### src/rtl/e203_clkgate_ctrl.sv
`default_nettype none
// ============================================================================
// Module      : e203_clkgate_ctrl
// Description : Activity-based enable controller for one e203_clkgate cell.
//               Runs on the free-running clock, watches the unit's busy and
//               request lines, stops the unit clock after a programmable idle
//               hysteresis and restores it (with a settle period) on demand.
// Revision    : 1.0 - initial release
// ----------------------------------------------------------------------------
// Optional feature macro: E203_CLKGATE_CTRL_STAT_EN
//   When defined, a saturating STAT_W-bit gated-cycle counter is added along
//   with the stat_clr / stat_gated_cyc ports. FSM behaviour is identical
//   whether or not the macro is defined.
// ----------------------------------------------------------------------------
// Parameters:
//   IDLE_CYC : consecutive idle cycles spent in IDLE before gating (1..2^CNT_W-1)
//   WAKE_CYC : cycles the clock runs after ungating before ready (1..2^CNT_W-1)
//   CNT_W    : width of the shared down-counter
//   STAT_W   : width of the gated-cycle statistics counter
// Ports:
//   clk            in   free-running clock
//   rst            in   asynchronous active-high reset
//   unit_active    in   gated unit reports in-flight work
//   req_valid      in   a requester wants the unit
//   force_on       in   test/debug override: blocks gating, forces wake
//   clock_en       out  to e203_clkgate clock_en (1 = clock runs)
//   req_ready      out  unit clocked and settled; requester may hand off
//   gated          out  unit clock currently stopped
//   stat_clr       in   clear statistics counter        (macro only)
//   stat_gated_cyc out  saturating gated-cycle count     (macro only)
// ============================================================================
module e203_clkgate_ctrl #(
  parameter int IDLE_CYC = 8,
  parameter int WAKE_CYC = 2,
  parameter int CNT_W    = 4,
  parameter int STAT_W   = 32
) (
  input  logic              clk,
  input  logic              rst,
  input  logic              unit_active,
  input  logic              req_valid,
  input  logic              force_on,
  output logic              clock_en,
  output logic              req_ready,
  output logic              gated
`ifdef E203_CLKGATE_CTRL_STAT_EN
  ,
  input  logic              stat_clr,
  output logic [STAT_W-1:0] stat_gated_cyc
`endif
);

  typedef enum logic [1:0] {
    RUN   = 2'd0,
    IDLE  = 2'd1,
    GATED = 2'd2,
    WAKE  = 2'd3
  } state_t;

  // Counter reload values; the countdown includes the terminal zero cycle,
  // so loading N-1 yields exactly N cycles in the counting state.
  localparam logic [CNT_W-1:0] IDLE_LOAD = CNT_W'(IDLE_CYC - 1);
  localparam logic [CNT_W-1:0] WAKE_LOAD = CNT_W'(WAKE_CYC - 1);

  state_t           state;
  logic [CNT_W-1:0] cnt;
  logic             wake;

  assign wake = unit_active | req_valid | force_on;

  // --------------------------------------------------------------------------
  // Control FSM. Outputs are registered alongside the state so clock_en has
  // no combinational path from any input and cannot glitch. Each transition
  // loads the output values that belong to the destination state. The async
  // reset restores the clock immediately, without needing a clock edge.
  // --------------------------------------------------------------------------
  always_ff @(posedge clk or posedge rst) begin
    if (rst) begin
      state     <= RUN;
      cnt       <= '0;
      clock_en  <= 1'b1;
      req_ready <= 1'b1;
      gated     <= 1'b0;
    end else begin
      case (state)
        RUN: begin
          if (!wake) begin
            state <= IDLE;
            cnt   <= IDLE_LOAD;
          end
          clock_en  <= 1'b1;
          req_ready <= 1'b1;
          gated     <= 1'b0;
        end

        IDLE: begin
          if (wake) begin
            // Activity aborts the countdown; it wins over cnt==0.
            state     <= RUN;
            clock_en  <= 1'b1;
            req_ready <= 1'b1;
            gated     <= 1'b0;
          end else if (cnt == '0) begin
            state     <= GATED;
            clock_en  <= 1'b0;
            req_ready <= 1'b0;
            gated     <= 1'b1;
          end else begin
            cnt <= cnt - 1'b1;
          end
        end

        GATED: begin
          if (wake) begin
            // Clock restarts right away; ready waits for the settle period.
            state     <= WAKE;
            cnt       <= WAKE_LOAD;
            clock_en  <= 1'b1;
            req_ready <= 1'b0;
            gated     <= 1'b0;
          end
        end

        WAKE: begin
          // Inputs are ignored: a wake-up always completes once started.
          if (cnt == '0) begin
            state     <= RUN;
            req_ready <= 1'b1;
          end else begin
            cnt <= cnt - 1'b1;
          end
          clock_en <= 1'b1;
          gated    <= 1'b0;
        end

        default: begin
          state     <= RUN;
          cnt       <= '0;
          clock_en  <= 1'b1;
          req_ready <= 1'b1;
          gated     <= 1'b0;
        end
      endcase
    end
  end

`ifdef E203_CLKGATE_CTRL_STAT_EN
  // --------------------------------------------------------------------------
  // Gated-cycle statistics: counts every cycle spent in GATED, saturating at
  // all-ones so a long sleep never wraps to a misleadingly small value. The
  // clear request has priority over the increment.
  // --------------------------------------------------------------------------
  always_ff @(posedge clk or posedge rst) begin
    if (rst) begin
      stat_gated_cyc <= '0;
    end else if (stat_clr) begin
      stat_gated_cyc <= '0;
    end else if ((state == GATED) && (stat_gated_cyc != {STAT_W{1'b1}})) begin
      stat_gated_cyc <= stat_gated_cyc + 1'b1;
    end
  end
`else
  // STAT_W only sizes the optional counter; keep it referenced.
  logic unused_stat_w;
  assign unused_stat_w = (STAT_W > 0);
`endif

endmodule
`default_nettype wire
### config.mk
export PLATFORM = sky130hd
export DESIGN_NAME = e203_clkgate_ctrl
export DESIGN_NICKNAME = d
export VERILOG_FILES = /design/src/rtl/e203_clkgate_ctrl.sv
export SDC_FILE = /design/constraint.sdc
export NUM_CORES = 1
export LEC_CHECK = 0
export ABC_AREA = 1
export CAP_MARGIN = 20
export CORE_AREA = 2 2 39 41
export DETAILED_ROUTE_END_ITERATION = 10
export DIE_AREA = 0 0 41 43
export DONT_BUFFER_PORTS = 1
export GPL_TIMING_DRIVEN = 0
export PLACE_DENSITY_LB_ADDON = 0.12
export SKIP_LAST_GASP = 1
export SLEW_MARGIN = 30
export SYNTH_ARGS = -nofsm -noshare
export SYNTH_HDL_FRONTEND = slang
export SYNTH_SLANG_ARGS = --single-unit
### constraint.sdc
create_clock -name clk -period 2.3 [get_ports clk]
set_clock_uncertainty 0.1 [all_clocks]
set_input_delay 0.115 -clock clk [delete_from_list [all_inputs] [get_ports clk]]
set_output_delay 0.115 -clock clk [all_outputs]
set_load 0.05 [all_outputs]
# [After elaboration in Yosys (flattened, before gate mapping)]
# Cells that the tools add are included.
[totals] elab_cells=43 register_bits=9 inputBits=5 output_inout_bits=3
[classes] n_mux=20 addsub=1 reduce_logical=7 eq_ne=8 bitwise_logic=2
[op_table] op="$mux 4" count=4
[op_table] op="$pmux 4 s4" count=1
[op_table] op="$mux 2" count=5
[op_table] op="$ne 2x2->1 const B" count=4
[op_table] op="$pmux 2 s4" count=1
[op_table] op="$mux 1" count=6
[op_table] op="$pmux 1 s3" count=2
[op_table] op="$reduce_and 3->1" count=2
[op_table] op="$eq 2x2->1 const B" count=2
[op_table] op="$logic_not 4->1" count=1
[op_table] op="$pmux 1 s4" count=1
[op_table] op="$reduce_and 4->1" count=1
[op_table] op="$sub 4x1->4 const B" count=1
[op_table] op="$ne 3x3->1 const B" count=1
[op_table] op="$eq 2x1->1 const B" count=1
[op_table] op="$logic_not 2->1" count=1
[op_table] op="$or 1x1->1" count=2
[op_table] op="$reduce_and 2->1" count=1
[op_table] op="$reduce_or 2->1" count=1

# [Longest topological paths before layout]
# Gate-level depths: netlist of run 1.
[logic_depth] word_depth=4 mapped_depth=8 ltp_nobuf=8

# [Least setup slack after synthesis of run 1]
# OpenSTA, ideal clock, no wires.
[synth_path] path_type="flip-flop to flip-flop" startpoint="reg cnt[0]" endpoint="reg cnt[1]" t_required_ns=2.082 stages_incl_launch_ff=8 synth_period_minus_slack_ns=1.245 path_buffers=0 setup_time_ns=0.118 path_slack_ns=1.055 t_arrival_ns=1.028 path_cell_list="dfrtp_1 -> inv_1 -> ha_1 -> nand3_1 -> nand2_2 -> nor2_4 -> nand2_1 -> nand2_1"
[synth_between] elab_chain_len=4 elab_cells_between_ends=5 cone_classes="add/sub (1); mux (3); reduce/logical (1)"
[synth_lines] item="from (decl)" line_no="66" source="logic [CNT_W-1:0] cnt;"
[synth_lines] item="from (signal assigned)" line_no="109" source="cnt <= cnt - 1'b1;"
[synth_lines] item="from (signal assigned)" line_no="130" source="cnt <= cnt - 1'b1;"
[synth_lines] item="$sub 4x1->4 / $logic_not 4->1 (equally long branches)"
[synth_lines] item="$mux 4 *" line_no="103, 126"
[synth_lines] item="$mux 4" line_no="97" source="if (wake) begin"
[synth_lines] item="$pmux 4 s4 *" line_no="85" source="case (state)"
# Every way passes the cells marked *; elsewhere a longest branch is shown, timed or not. The select of a mux whose other input is x is not followed.
# A chain may end at the register's enable or synchronous reset.

# [Final worst setup path of run 1]
# Same ends and word-level chain as after synthesis.

==> reports/metrics.cfg, run 1 <==
[drt]
via_per_inst=4.635
drtIter0Drc=6
antenna_left=0
dr_total_vias=445
wl_per_cell_um=9.792
wirelength_um=940
firstDrtPassIters=4
drc=0

[synthesis]
yosys_warnings=0
synth.avg_cell_area_um2=7.340
ys_ff_latch=9
yosysSeqAreaShare_pct=41.36
netlist_instances=75
synth_nets=81
synthesis.area_um2=550.5
ys_types=16

[die]
die_w_um=41
fp.dieH_um=43
rows=14
pin_count=8
start_util_pct=39.78
core_um2=1384
dieArea_um2=1763

[power]
power.net_switching_uw=395.8
p_per_area_nw_per_um2=1369
vdd_drop_max_v=0.0005139
p_clk_share_pct=13.8
switching_share_pct=47.63
pwr-share-seq_pct=39.7
power_frac_comb_pct=46.5
p_int_uw=435.2
p_leak_nw=0.3304

[global_route]
grt_pass1_vias=433
antenna_found_initial=0
grt_use_total_pct=14.29
grt_max_degree=10
grt_overflow=0
grt_pass1_wl_um=1718

[timing]
fin_ws_ps=893.3
setup_violations=0
maxSlewHeadroom_pct=68.35
fmax_ghz=0.7109
finalCritPeriodShare_pct=61.16
min_period_ps=1407
fin_tns_setup_ps=0
holdWs_ps=49.42
grt_setup_unrepaired=false
hold_violations=0
tightest_slew_ps=474.7
drv_slew=0

[clock_tree]
numCtsBuffers=3
cts_root_buffer=clkbuf_4
cts_max_level=1
clk_path_buf_depth=2
cts_tree=built
clkSinkCount=9
clk_latency_ps=250
path_clk_slew_ps=60

[cells_and_area]
layout_common_cells=nand2_1, inv_1, nand3_1
final_common_cell=nand2_1
drive_above_1_share_pct=21.25
ff_latch_area_um2=227.7
syn_to_final_growth_pct=10.23
diodes=0
final_cell_count_no_fill=96
multi_input_area_um2=277.8
utilization_pct=43.85
nets=87
fill_cells=155

[place]
dp_hpwl_um=763.1
placedCellCount=91
preCtsSetupSlack_ps=903.6
portBuffers=0
gp_congestion=0.7241

[setup_path]
endpoint_kind=register
slowest_delay_ps=360
r2r-start=cnt[0]$_DFFE_PP0P_
path_buf_inv=1
critPathLaunch=cnt[0]$_DFFE_PP0P_
cpMostUsedCell=nand2_1
startpoint_type=register
crit_required_ps=2390
cp-endpoint=cnt[1]$_DFFE_PP0P_
reg2reg_slack_ps=890
worstPathMaxFanout=5
worstPathCellList=inv_1 -> ha_1 -> nand3_1 -> nand2_2 -> nor2_4 -> nand2_1 -> nand2_1
path_depth=7
crit_type=reg2reg
cp_top_family=simple AND/OR/NAND/NOR gates
cp_slowest_cell=dfrtp_1
cp_data_arrival_time_ps=1500
rr_worst_depth=7
rr_endpoint=cnt[1]$_DFFE_PP0P_

[job]
drv_cap=0

[outcome]
status=complete, no violations

[min_path]
hold_class=in2reg

## worst min-delay path by stage
stage | from | to | cells after the start
5_1_grt | unit_active | clock_en$_DFFE_PP1P_ | 4
3_3_place_gp | rst | cnt[1]$_DFFE_PP0P_ | 1
3_5_place_dp | rst | cnt[1]$_DFFE_PP0P_ | 1
6_report | unit_active | req_ready$_DFFE_PP1P_ | 5
4_1_cts | unit_active | req_ready$_DFFE_PP1P_ | 5
2_1_floorplan | rst | asynchronous set/reset pin | 1
## stage by stage
stage	power, mW	area [um^2]
floorplan	0.6419	550.5
CTS	0.8400	606.8
detailed placement	0.7169	570.5
finish	0.8310	606.8
global route	0.9325	606.8
global placement	0.7164	570.5
## synthesized netlist by cell type
cell       n  area share (%)
nand3_1    8             7.3
o21ai_0    3             2.7
nand2_4    1             2.0
nand2_1   25              17
nor2_4     2             4.1
nor2_2     3             3.4
inv_2      1            0.68
inv_1     11             7.5
dfrtp_1    7              32
dfstp_2    2             9.5
a21oi_1    1            0.91
a21boi_2   1             2.0
ha_1       1             2.3
nand2_2    3             3.4
nor2_1     5             3.4
nand3_2    1             1.8
## worst register-to-register path: cells and delay by family, from the launching register on
kind / cells / cell delay [ps]
fa+ha+maj: 1 / 260
buf+inv: 1 / 80
flops: 1 / 360
simple gates: 5 / 560
## final cells by class
cell class	instances	share of cell area [%]
inverters	12	7.423
flip-flops and latches	9	37.53
well taps	16	3.299
multi-input cells	54	45.77
clock buffers	4	4.330
repair buffers	1	1.649
## per-layer routing
metal  up-vias  track usage [%]  routed length (um)
met5         -                0                   0
met1       193            20.34                 474
met3         2            1.571                  41
li1        239                -                   -
met2        11            20.31                 417
met4         0            8.000                   6
## cells by family after synthesis
family                   Yosys count  share of synthesized area, %
AND/OR/NAND/NOR                   48                         42.50
buffers and inverters             12                         8.181
flip-flops                         9                         41.36
AO/OA/AOI/OAI                      5                         5.680
adder cells (fa/ha/maj)            1                         2.272
## power by group through the flow
stage               registers [mW]  logic [mW]  clock network (mW)
detailed placement           0.333       0.384                   0
global route                 0.342       0.458               0.132
floorplan                    0.319       0.323                   0
global placement             0.333       0.384                   0
CTS                          0.330       0.388               0.121
finish                       0.330       0.387               0.114
## what timing repair did
| item | in CTS | in global routing |
|---|---|---|
| hold endpoints to repair | 9 | 0 |
| hold buffers | 1 | 0 |
| buffers inserted | 0 | 0 |
| resized for setup | 0 | 0 |
| endpoints found under the setup margin | 0 | 0 |
Power figures use the tool's default switching activity.
==> run 2: changes to the inputs <==
==> constraint.sdc (replaced) <==
create_clock -name clk -period 1.4 [get_ports clk]
set_clock_uncertainty 0.1 [all_clocks]
set_input_delay 0.07 -clock clk [delete_from_list [all_inputs] [get_ports clk]]
set_output_delay 0.07 -clock clk [all_outputs]
set_load 0.05 [all_outputs]
==> run 2 against run 1 <==
Compared with the run above:
- first-iteration DRC count down 33%
- die area is the same
- power up 73%
- combinational power rose by 82%
- sequential share of layout area decreased by 1.4 points
- count of clock-buffer cells in the layout did not move
- non-clock buffer count stayed put
- maximum frequency grew 12%
- clock power up 65%
- largest power group unchanged
- sequential cell count did not move
- final cell count unchanged
- worst setup slack worse by 750 ps
==> reports/metrics.cfg, run 2 (same netlist as run 1, synthesis figures left out) <==
[outcome]
status=complete, no violations

[global_route]
grt_use_met2_pct=20.31
top_usage_layer=met1
met3_usage_pct=1.571
grt_max_degree=10
use_met1_pct=20.34
grt_pass1_vias=434
grt_overflow=0
grt_pass1_wl_um=1718
grt_use_total_pct=14.29
antenna_found_initial=0

[timing]
drv_slew=0
finalCritPeriodShare_pct=89.85
grt_setup_unrepaired=false
fin_ws_ps=142.2
fmax_ghz=0.7950
maxSlewHeadroom_pct=68.35
tightest_slew_ps=474.7
hold_violations=0
min_period_ps=1258
setup_violations=0

[clock_tree]
clk_latency_ps=250
cts_tree=built
clk_path_buf_depth=2
cts_max_level=1
clkSinkCount=9
numCtsBuffers=3
post_cts_buffers=0
path_clk_slew_ps=60
cts_root_buffer=clkbuf_4

[drt]
drc=0
dr_total_vias=438
wl_per_cell_um=9.917
antenna_left=0
via_per_inst=4.563
wirelength_um=952
firstDrtPassIters=4
drtIter0Drc=4

[power]
vdd_drop_max_v=0.0008668
p_leak_nw=0.3306
power.total_mw=1.440
p_per_area_nw_per_um2=2284

[die]
rows=14
dieArea_um2=1763
die_w_um=41
core_um2=1384
pin_count=8
fp.dieH_um=43
start_util_pct=39.78

[cells_and_area]
utilization_pct=45.57
layout_common_cells=nand2_1, inv_1, nand3_1, dfrtp_1, nor2_1
final_common_cell=nand2_1
diodes=0
syn_to_final_growth_pct=14.55
nets=87
drive_above_1_share_pct=27.50

[place]
preCtsSetupSlack_ps=3.643
dp_hpwl_um=763.1
gp_congestion=0.7241
portBuffers=0

[setup_path]
endpoint_kind=register
worstPathMaxFanout=5
crit_required_ps=1490
startpoint_type=register
crit_type=reg2reg
cp_data_arrival_time_ps=1350

[min_path]
hold_class=in2reg

[job]
drv_cap=0

run 2: cell counts in the layout (fill, tap and decap cells not counted):
No cell type changed its count.
run 2: layer usage:
metal / part of all wire [%] / wire [um]
met1: 54 / 511
met2: 43 / 405
met3: 3.0 / 29
met4: 0.63 / 6
met5: 0 / 0
run 2: cell type report:
type / instances / area, um^2
well taps: 16 / 20.02
flip-flops and latches: 9 / 227.7
fillers: 154 / 753.2
repair buffers: 1 / 10.01
clock buffers: 4 / 26.28
multi-input cells: 54 / 301.5
inverters: 12 / 45.04
run 2: report_power, final:
group / internal, mW / switching (mW)
registers: 0.377 / 0.170
logic: 0.262 / 0.443
clock network: 0.109 / 0.0788
total: 0.749 / 0.692
run 2: timing repair:
action                     CTS  global route
hold buffers                 1             0
setup endpoints to repair    3             5
hold endpoints to repair     9             0
resized for setup            1             5
pin swaps                    0             0
run 2: through the flow:
| stage | hold slack, ps | area [um^2] | std cells | setup TNS [ps] |
|---|---|---|---|---|
| CTS | 5.291 | 611.8 | 96 | 0 |
| finish | 5.849 | 630.6 | 96 | 0 |
| global placement | -158.2 | 570.5 | 91 | -1.736 |
| floorplan | -203.5 | 550.5 | 75 | 0 |
| detailed placement | -157.3 | 570.5 | 91 | 0 |
| global route | 46.30 | 630.6 | 96 | 0 |
run 2: worst paths after layout:
| path | startpoint | end | slack (ps) | cells after the start |
|---|---|---|---|---|
| max | cnt[0]$_DFFE_PP0P_ | cnt[1]$_DFFE_PP0P_ | 140 | 7 |
| min | unit_active | req_ready$_DFFE_PP1P_ | 6 | 5 |
| max reg2reg | cnt[0]$_DFFE_PP0P_ | cnt[1]$_DFFE_PP0P_ | 140 | 7 |
| min reg2reg | cnt[1]$_DFFE_PP0P_ | cnt[1]$_DFFE_PP0P_ | 440 | 2 |
| max in group asynchronous | rst | clock_en$_DFFE_PP1P_ | 800 | 2 |
| min in group asynchronous | rst | cnt[2]$_DFFE_PP0P_ | 110 | 2 |
run 2: worst max-delay path, cell delays in order (launching register included):
cell and delay (ps):
dfrtp_1 370, inv_2 70, ha_4 180, nand3_2 90, nand2_2 70, nor2_4 160, nand2_1 80, nand2_1 70
